<file path="config.mk">
export PLATFORM = sky130hd
export DESIGN_NAME = bp_be_issue_queue
export DESIGN_NICKNAME = d
export VERILOG_FILES = /design/src/rtl/bp_be_pkg.sv /design/src/rtl/bp_common_rv64_pkg.sv /design/src/rtl/bp_be_instr_predecode.sv /design/src/rtl/bp_be_issue_queue.sv
export SDC_FILE = /design/constraint.sdc
export NUM_CORES = 1
export LEC_CHECK = 0
export BUFFER_PORTS_ARGS = -buffer_cell sky130_fd_sc_hd__buf_2
export CELL_PAD_IN_SITES_DETAIL_PLACEMENT = 0
export CELL_PAD_IN_SITES_GLOBAL_PLACEMENT = 1
export CORE_ASPECT_RATIO = 0.6
export CORE_MARGIN = 1
export CORE_UTILIZATION = 54
export DETAILED_ROUTE_END_ITERATION = 12
export PLACE_DENSITY_LB_ADDON = 0.1
export SLEW_MARGIN = 0
export SYNTH_ARGS = -nofsm -noshare
export SYNTH_HDL_FRONTEND = slang
export SYNTH_HIERARCHICAL = 1
export SYNTH_SLANG_ARGS = --single-unit
</file>
<file path="constraint.sdc">
create_clock -name clk_i -period 18.33 [get_ports clk_i]
set_clock_uncertainty 0.15 [all_clocks]
set_input_delay 0 -clock clk_i [delete_from_list [all_inputs] [get_ports clk_i]]
set_output_delay 0 -clock clk_i [all_outputs]
set_load 0.01 [all_outputs]
</file>
<file path="src/rtl/bp_be_pkg.sv">
// Issue-queue types: per-entry predecode struct plus the parameterised head-status struct and width.
`ifndef BP_BE_PKG_DEFINES
`define BP_BE_PKG_DEFINES

`define DECLARE_BP_BE_ISD_STATUS_S(vaddr_width_mp, meta_width_mp) \
    typedef struct packed {                                       \
        logic                            isd_v;                   \
        logic [vaddr_width_mp-1:0]       pc;                      \
        logic [meta_width_mp-1:0]        meta;                    \
        logic [31:0]                     instr;                   \
        bp_be_pkg::bp_be_issue_predecode_s pd;                    \
    } bp_be_isd_status_s

`define BP_BE_ISD_STATUS_WIDTH(vaddr_width_mp, meta_width_mp) \
    (1 + (vaddr_width_mp) + (meta_width_mp) + 32 + $bits(bp_be_pkg::bp_be_issue_predecode_s))

`endif

package bp_be_pkg;

    typedef struct packed {
        logic       fence_v;
        logic       csr_v;
        logic       mem_v;
        logic       long_v;
        logic       irs1_v;
        logic       irs2_v;
        logic       frs1_v;
        logic       frs2_v;
        logic       frs3_v;
        logic [4:0] rs1_addr;
        logic [4:0] rs2_addr;
        logic [4:0] rs3_addr;
    } bp_be_issue_predecode_s;

endpackage

</file>
<file path="src/rtl/bp_common_rv64_pkg.sv">
// RV64 major opcodes and the funct fields the back end needs during predecode.
package bp_common_rv64_pkg;

    typedef enum logic [6:0] {
        RV64_LOAD      = 7'b0000011,
        RV64_LOAD_FP   = 7'b0000111,
        RV64_MISC_MEM  = 7'b0001111,
        RV64_OP_IMM    = 7'b0010011,
        RV64_AUIPC     = 7'b0010111,
        RV64_OP_IMM_32 = 7'b0011011,
        RV64_STORE     = 7'b0100011,
        RV64_STORE_FP  = 7'b0100111,
        RV64_AMO       = 7'b0101111,
        RV64_OP        = 7'b0110011,
        RV64_LUI       = 7'b0110111,
        RV64_OP_32     = 7'b0111011,
        RV64_FMADD     = 7'b1000011,
        RV64_FMSUB     = 7'b1000111,
        RV64_FNMSUB    = 7'b1001011,
        RV64_FNMADD    = 7'b1001111,
        RV64_OP_FP     = 7'b1010011,
        RV64_BRANCH    = 7'b1100011,
        RV64_JALR      = 7'b1100111,
        RV64_JAL       = 7'b1101111,
        RV64_SYSTEM    = 7'b1110011
    } rv64_opcode_e;

    // OP-FP funct5 values that change operand sourcing or latency
    localparam logic [4:0] rv64_f5_fdiv    = 5'b00011;
    localparam logic [4:0] rv64_f5_fsqrt   = 5'b01011;
    localparam logic [4:0] rv64_f5_fcvt_ff = 5'b01000;
    localparam logic [4:0] rv64_f5_fcvt_xf = 5'b11000;
    localparam logic [4:0] rv64_f5_fmv_xf  = 5'b11100;
    localparam logic [4:0] rv64_f5_fcvt_fx = 5'b11010;
    localparam logic [4:0] rv64_f5_fmv_fx  = 5'b11110;

    localparam logic [6:0] rv64_f7_muldiv     = 7'b0000001;
    localparam logic [6:0] rv64_f7_sfence_vma = 7'b0001001;

endpackage

</file>
<file path="src/rtl/bp_be_instr_predecode.sv">
// Combinational RV64 predecode: operand-valid flags and pipe-class hints for one raw instruction.
module bp_be_instr_predecode
    import bp_common_rv64_pkg::*;
    import bp_be_pkg::*;
(
    input  logic [31:0]            instr_i,
    output bp_be_issue_predecode_s pd_o
);

    rv64_opcode_e opcode;
    logic [2:0]   funct3;
    logic [6:0]   funct7;
    logic [4:0]   funct5;
    logic         fp_int_src;
    logic         fp_single_op;
    logic         unused_rd;

    assign opcode    = rv64_opcode_e'(instr_i[6:0]);
    assign funct3    = instr_i[14:12];
    assign funct7    = instr_i[31:25];
    assign funct5    = instr_i[31:27];
    // rd never affects issue decisions
    assign unused_rd = ^instr_i[11:7];

    assign fp_int_src   = (funct5 == rv64_f5_fcvt_fx) || (funct5 == rv64_f5_fmv_fx);
    assign fp_single_op = (funct5 == rv64_f5_fsqrt)   || (funct5 == rv64_f5_fcvt_ff)
                       || (funct5 == rv64_f5_fcvt_xf) || (funct5 == rv64_f5_fmv_xf);

    always_comb begin
        pd_o          = '0;
        pd_o.rs1_addr = instr_i[19:15];
        pd_o.rs2_addr = instr_i[24:20];
        pd_o.rs3_addr = instr_i[31:27];

        case (opcode)
            RV64_LOAD, RV64_LOAD_FP: begin
                pd_o.mem_v  = 1'b1;
                pd_o.irs1_v = 1'b1;
            end
            RV64_STORE, RV64_AMO: begin
                pd_o.mem_v  = 1'b1;
                pd_o.irs1_v = 1'b1;
                pd_o.irs2_v = 1'b1;
            end
            RV64_STORE_FP: begin
                pd_o.mem_v  = 1'b1;
                pd_o.irs1_v = 1'b1;
                pd_o.frs2_v = 1'b1;
            end
            RV64_MISC_MEM: pd_o.fence_v = 1'b1;
            RV64_OP_IMM, RV64_OP_IMM_32, RV64_JALR: pd_o.irs1_v = 1'b1;
            RV64_OP, RV64_OP_32: begin
                pd_o.irs1_v = 1'b1;
                pd_o.irs2_v = 1'b1;
                pd_o.long_v = (funct7 == rv64_f7_muldiv) && funct3[2];
            end
            RV64_BRANCH: begin
                pd_o.irs1_v = 1'b1;
                pd_o.irs2_v = 1'b1;
            end
            RV64_SYSTEM: begin
                // csrrw/csrrs/csrrc read rs1; the immediate forms have funct3[2] set
                pd_o.csr_v   = (funct3 != 3'b000);
                pd_o.irs1_v  = (funct3 != 3'b000) && !funct3[2];
                pd_o.fence_v = (funct7 == rv64_f7_sfence_vma);
            end
            RV64_OP_FP: begin
                pd_o.irs1_v = fp_int_src;
                pd_o.frs1_v = !fp_int_src;
                pd_o.frs2_v = !fp_int_src && !fp_single_op;
                pd_o.long_v = (funct5 == rv64_f5_fdiv) || (funct5 == rv64_f5_fsqrt);
            end
            RV64_FMADD, RV64_FMSUB, RV64_FNMSUB, RV64_FNMADD: begin
                pd_o.frs1_v = 1'b1;
                pd_o.frs2_v = 1'b1;
                pd_o.frs3_v = 1'b1;
            end
            default: ;
        endcase
    end

endmodule

</file>
<file path="src/rtl/bp_be_issue_queue.sv">
// Circular issue buffer between the FE queue and the checker; predecodes at enqueue, head is registered state.
module bp_be_issue_queue
    import bp_be_pkg::*;
#(
    parameter  int vaddr_width_p               = 39,
    parameter  int branch_metadata_fwd_width_p = 36,
    // must be a power of two, >= 2, so pointer wrap is a plain binary overflow
    parameter  int els_p                       = 8,
    localparam int isd_status_width_lp         =
        `BP_BE_ISD_STATUS_WIDTH(vaddr_width_p, branch_metadata_fwd_width_p)
) (
    input  logic                                   clk_i,
    input  logic                                   reset_n_i,
    input  logic                                   fe_v_i,
    output logic                                   fe_ready_o,
    input  logic [vaddr_width_p-1:0]               fe_pc_i,
    input  logic [31:0]                            fe_instr_i,
    input  logic [branch_metadata_fwd_width_p-1:0] fe_meta_i,
    input  logic                                   poison_i,
    input  logic                                   chk_dispatch_v_i,
    output logic [isd_status_width_lp-1:0]         isd_status_o,
    output logic                                   empty_o
);

    `DECLARE_BP_BE_ISD_STATUS_S(vaddr_width_p, branch_metadata_fwd_width_p);

    localparam int idx_w_lp = $clog2(els_p);
    localparam int ptr_w_lp = idx_w_lp + 1;

    logic [ptr_w_lp-1:0] rd_ptr_q, rd_ptr_d;
    logic [ptr_w_lp-1:0] wr_ptr_q, wr_ptr_d;
    logic [idx_w_lp-1:0] rd_idx, wr_idx;

    logic [vaddr_width_p-1:0]               pc_mem_q    [els_p];
    logic [vaddr_width_p-1:0]               pc_mem_d    [els_p];
    logic [branch_metadata_fwd_width_p-1:0] meta_mem_q  [els_p];
    logic [branch_metadata_fwd_width_p-1:0] meta_mem_d  [els_p];
    logic [31:0]                            instr_mem_q [els_p];
    logic [31:0]                            instr_mem_d [els_p];
    bp_be_issue_predecode_s                 pd_mem_q    [els_p];
    bp_be_issue_predecode_s                 pd_mem_d    [els_p];

    bp_be_issue_predecode_s fe_pd;
    bp_be_isd_status_s      isd_status;

    logic empty, full, enq, deq;

    bp_be_instr_predecode u_predecode (
        .instr_i (fe_instr_i),
        .pd_o    (fe_pd)
    );

    assign rd_idx = rd_ptr_q[idx_w_lp-1:0];
    assign wr_idx = wr_ptr_q[idx_w_lp-1:0];
    assign empty  = (rd_ptr_q == wr_ptr_q);
    assign full   = (rd_ptr_q[idx_w_lp-1:0] == wr_ptr_q[idx_w_lp-1:0])
                 && (rd_ptr_q[ptr_w_lp-1]  != wr_ptr_q[ptr_w_lp-1]);

    // Ready is a pure function of stored state; a same-cycle dispatch cannot free a slot for the FE.
    assign fe_ready_o = !full;
    assign empty_o    = empty;
    assign enq        = fe_v_i && !full && !poison_i;
    assign deq        = chk_dispatch_v_i && !empty && !poison_i;

    always_comb begin
        rd_ptr_d    = rd_ptr_q;
        wr_ptr_d    = wr_ptr_q;
        pc_mem_d    = pc_mem_q;
        meta_mem_d  = meta_mem_q;
        instr_mem_d = instr_mem_q;
        pd_mem_d    = pd_mem_q;

        if (poison_i) begin
            rd_ptr_d = '0;
            wr_ptr_d = '0;
        end else begin
            if (enq) begin
                pc_mem_d[wr_idx]    = fe_pc_i;
                meta_mem_d[wr_idx]  = fe_meta_i;
                instr_mem_d[wr_idx] = fe_instr_i;
                pd_mem_d[wr_idx]    = fe_pd;
                wr_ptr_d            = wr_ptr_q + ptr_w_lp'(1);
            end
            if (deq) begin
                rd_ptr_d = rd_ptr_q + ptr_w_lp'(1);
            end
        end
    end

    always_ff @(posedge clk_i or negedge reset_n_i) begin
        if (!reset_n_i) begin
            rd_ptr_q <= '0;
            wr_ptr_q <= '0;
        end else begin
            rd_ptr_q <= rd_ptr_d;
            wr_ptr_q <= wr_ptr_d;
        end
    end

    // Payload needs no reset: it is only visible through a valid pointer range.
    always_ff @(posedge clk_i) begin
        pc_mem_q    <= pc_mem_d;
        meta_mem_q  <= meta_mem_d;
        instr_mem_q <= instr_mem_d;
        pd_mem_q    <= pd_mem_d;
    end

    always_comb begin
        isd_status = '0;
        if (!empty) begin
            isd_status.isd_v = 1'b1;
            isd_status.pc    = pc_mem_q[rd_idx];
            isd_status.meta  = meta_mem_q[rd_idx];
            isd_status.instr = instr_mem_q[rd_idx];
            isd_status.pd    = pd_mem_q[rd_idx];
        end
    end

    assign isd_status_o = isd_status;

endmodule

</file>
==> flow_summary.json <==
{
  "outcome": "complete, no violations",
  "cpMaxStageDelayCell": "dfrtp_4",
  "drc": 0,
  "seq_area_frac_synth": 0.778,
  "crit_buf_inv": 3,
  "synth_edf_count": 1048,
  "clock_latency_ns": 0.64,
  "synth.avg_cell_area_sq_um": 22.5,
  "drv_cap": 0,
  "p_int_uw": 4000,
  "num-nets-final": 2322,
  "ir_drop_v": 0.000103,
  "maxSlewViolCount": 0,
  "critPathKind": "reg -> out",
  "wire_per_inst_um": 26.0,
  "drtIter0Drc": 1572,
  "vias": 19200,
  "grt_first_pass_wirelength_um": 128000,
  "required_ns": 18.18,
  "hold_class": "in -> reg",
  "final-setup-viol-count": 0,
  "initial_core_util": 0.549,
  "wirelength_um": 84700,
  "cts_tree": "done",
  "combPwrFrac": 0.133,
  "cp_cell_sequence": "buf_4 > buf_12 > mux4_2 > mux2i_1 > nor2_1 > buf_2",
  "crit_arrival_ns": 4.62,
  "finalHoldViolations": 0,
  "rows": 77,
  "cts_buffer_depth": 3,
  "globalRouteTotalUtil": 0.226,
  "fin_crit_sh": 0.260,
  "drive_gt1_frac": 0.295,
  "routabilityCongestion": 0.741,
  "io_pins": 246,
  "dp_cells": 2955,
  "r2r_slack_ns": 14.06,
  "fin_area_sq_um": 47200,
  "synthFlopType": "edfxtp_1",
  "syn_inst": 1807,
  "synth_cell_types": 44,
  "swShare": 0.234,
  "grt_max_degree": 132,
  "place_hpwl_um": 42000,
  "leakagePower_uw": 0.0149,
  "cts_buffers": 91,
  "routed.top_layer": "met5",
  "post-cts-setup-buffers": 0,
  "die_h_um": 215,
  "syn_area_sq_um": 40700,
  "synth_nets": 1921,
  "ys_ff_latch": 1056,
  "fin_crit_ns": 4.77,
  "yosysWarnings": 6,
  "met1_length_um": 38100,
  "clk_pin_slew_ns": 0.06,
  "cts_root_buf": "clkbuf_16",
  "htree_levels": 3,
  "cts.sinks": 1056,
  "antenna_found_initial": 4,
  "async_flop_share": 0.00758,
  "slew_headroom": 0.194,
  "p_per_area_nw_per_um2": 111,
  "ctsResizeCount": 0,
  "crit_fanout": 130,
  "pwr-share-clk": 0.348,
  "finalSetupTns_ns": 0,
  "wl_met2_um": 41000,
  "p_sw_uw": 1220,
  "io_buffers": 245,
  "place_area_sq_um": 43000,
  "die_w_um": 356,
  "final_util": 0.637,
  "p_seq_frac": 0.519,
  "fin_cells": 3259,
  "core-area_sq_um": 74100,
  "grt_overflow": 0,
  "hold_buffers": 147,
  "area_growth_pct": 15.9,
  "avgViaCountPerCell": 5.88,
  "fmaxAchievable_mhz": 210,
  "mostFrequentLayoutCells": "edfxtp_1 (1048), mux4_2 (262), buf_2 (245), nor2_1 (147), dlygate4sd3_1 (147)",
  "cp-end-kind": "output pin",
  "cpLargestDelayFamily": "buffers and inverters",
  "tightest_slew_ns": 1.19,
  "die-area_sq_um": 76500,
  "dr.pass1.iters": 5,
  "slowest_delay_ns": 1.12,
  "mostFrequentLayoutCell": "edfxtp_1",
  "routed-wl-met3_um": 4050,
  "rsz0062_at_grt": "false",
  "grt_pass1_vias": 20300,
  "holdWs_ns": 0.0283,
  "start_kind": "flop",
  "final_antenna_net_count": 0
}
==> Yosys cell counts (2+ instances only) <==
master,instances,area share
or3_1,3,0.00046
mux2i_1,136,0.033
nand4_1,5,0.00077
clkbuf_1,32,0.0030
o41a_1,2,0.00055
mux4_2,262,0.14
xor2_1,4,0.00086
o22ai_1,2,0.00031
a21oi_1,2,0.00025
a41oi_1,2,0.00043
o21ai_0,2,0.00025
nor4b_1,4,0.00086
nor2_1,147,0.014
ha_1,2,0.00061
edfxtp_1,1048,0.77
nor2b_1,7,0.0011
inv_1,5,0.00046
dfrtp_1,8,0.0049
buf_2,43,0.0053
buf_1,20,0.0018
o211ai_1,2,0.00037
nand3_1,4,0.00049
nand2_2,2,0.00031
a211oi_1,3,0.00055
nand2b_1,6,0.00092
nor4_1,3,0.00046
buf_4,17,0.0031
nor3_1,5,0.00061
mux2_2,4,0.0011
nand2_1,6,0.00055
xnor2_1,4,0.00086
nor3b_1,3,0.00055
==> through the flow <==
stage	setup slack [ns]	power (uW)
detailed placement	14.09	3450
floorplan	2.73	3210
global placement	14.10	3440
finish	13.56	5230
CTS	13.45	5290
global route	13.26	5410
==> state kept, by name (all words and copies together), names as in the netlist <==
| register | flops |
|---|---|
| pc_mem_q | 312 |
| rd_ptr_q | 4 |
| meta_mem_q | 288 |
| wr_ptr_q | 4 |
| pd_mem_q | 192 |
| instr_mem_q | 256 |
==> worst register-to-register path: cells and delay by family, from the launching register on <==
kind	cells	cell delay, ns
and+or+nand+nor	2	0.59
buffers and inverters	2	1.48
DFF	1	1.12
xor gates and xnor gates	1	0.49
==> area by class of cell <==
cell class	instances	area, sq um
repair buffers	420	2980
well taps	987	1230
multi-input cells	634	8520
flip-flops and latches	1056	31700
inverters	5	18.8
clock buffers	117	2470
diodes	1	2.50
clock inverters	39	280
fillers	5085	26900
==> cell families after synthesis <==
group | share of synthesized area
adders and majority gates | 0.000615
muxes | 0.180
buffers and inverters | 0.0137
xor gates and xnor gates | 0.00172
DFF | 0.778
and+or+nand+nor | 0.0225
AOI/OAI and AO/OA | 0.00375
==> path summary, 6_finish.rpt <==
check | startpoint | depth (start not counted) | endpoint
worst min-delay path | fe_meta_i[18] | 2 | meta_mem_q[90]$_DFFE_PP_
worst max register to register | rd_ptr_q[1]$_DFFE_PN0P_ | 5 | pd_mem_q[146]$_DFFE_PP_
worst max-delay path | rd_ptr_q[1]$_DFFE_PN0P_ | 6 | isd_status_o[47]
min in group asynchronous | reset_n_i | 3 | rd_ptr_q[1]$_DFFE_PN0P_
max in group asynchronous | reset_n_i | 3 | rd_ptr_q[0]$_DFFE_PN0P_
worst min register to register | wr_ptr_q[3]$_DFFE_PN0P_ | 2 | wr_ptr_q[3]$_DFFE_PN0P_
==> routing by layer <==
metal | vias to the layer above | track usage
li1 | 8309 | -
met1 | 10200 | 0.338
met2 | 503 | 0.356
met3 | 115 | 0.0347
met4 | 6 | 0.0531
met5 | - | 0
==> power by group through the flow <==
stage / registers (uW) / clock network [uW] / logic [uW]
after CTS: 2710 / 1860 / 715
after detailed placement: 2760 / 0 / 687
after global placement: 2760 / 0 / 681
after global routing: 2710 / 1940 / 753
after floorplan: 2760 / 0 / 454
final: 2710 / 1820 / 696
(Power assumes the default switching activity.)
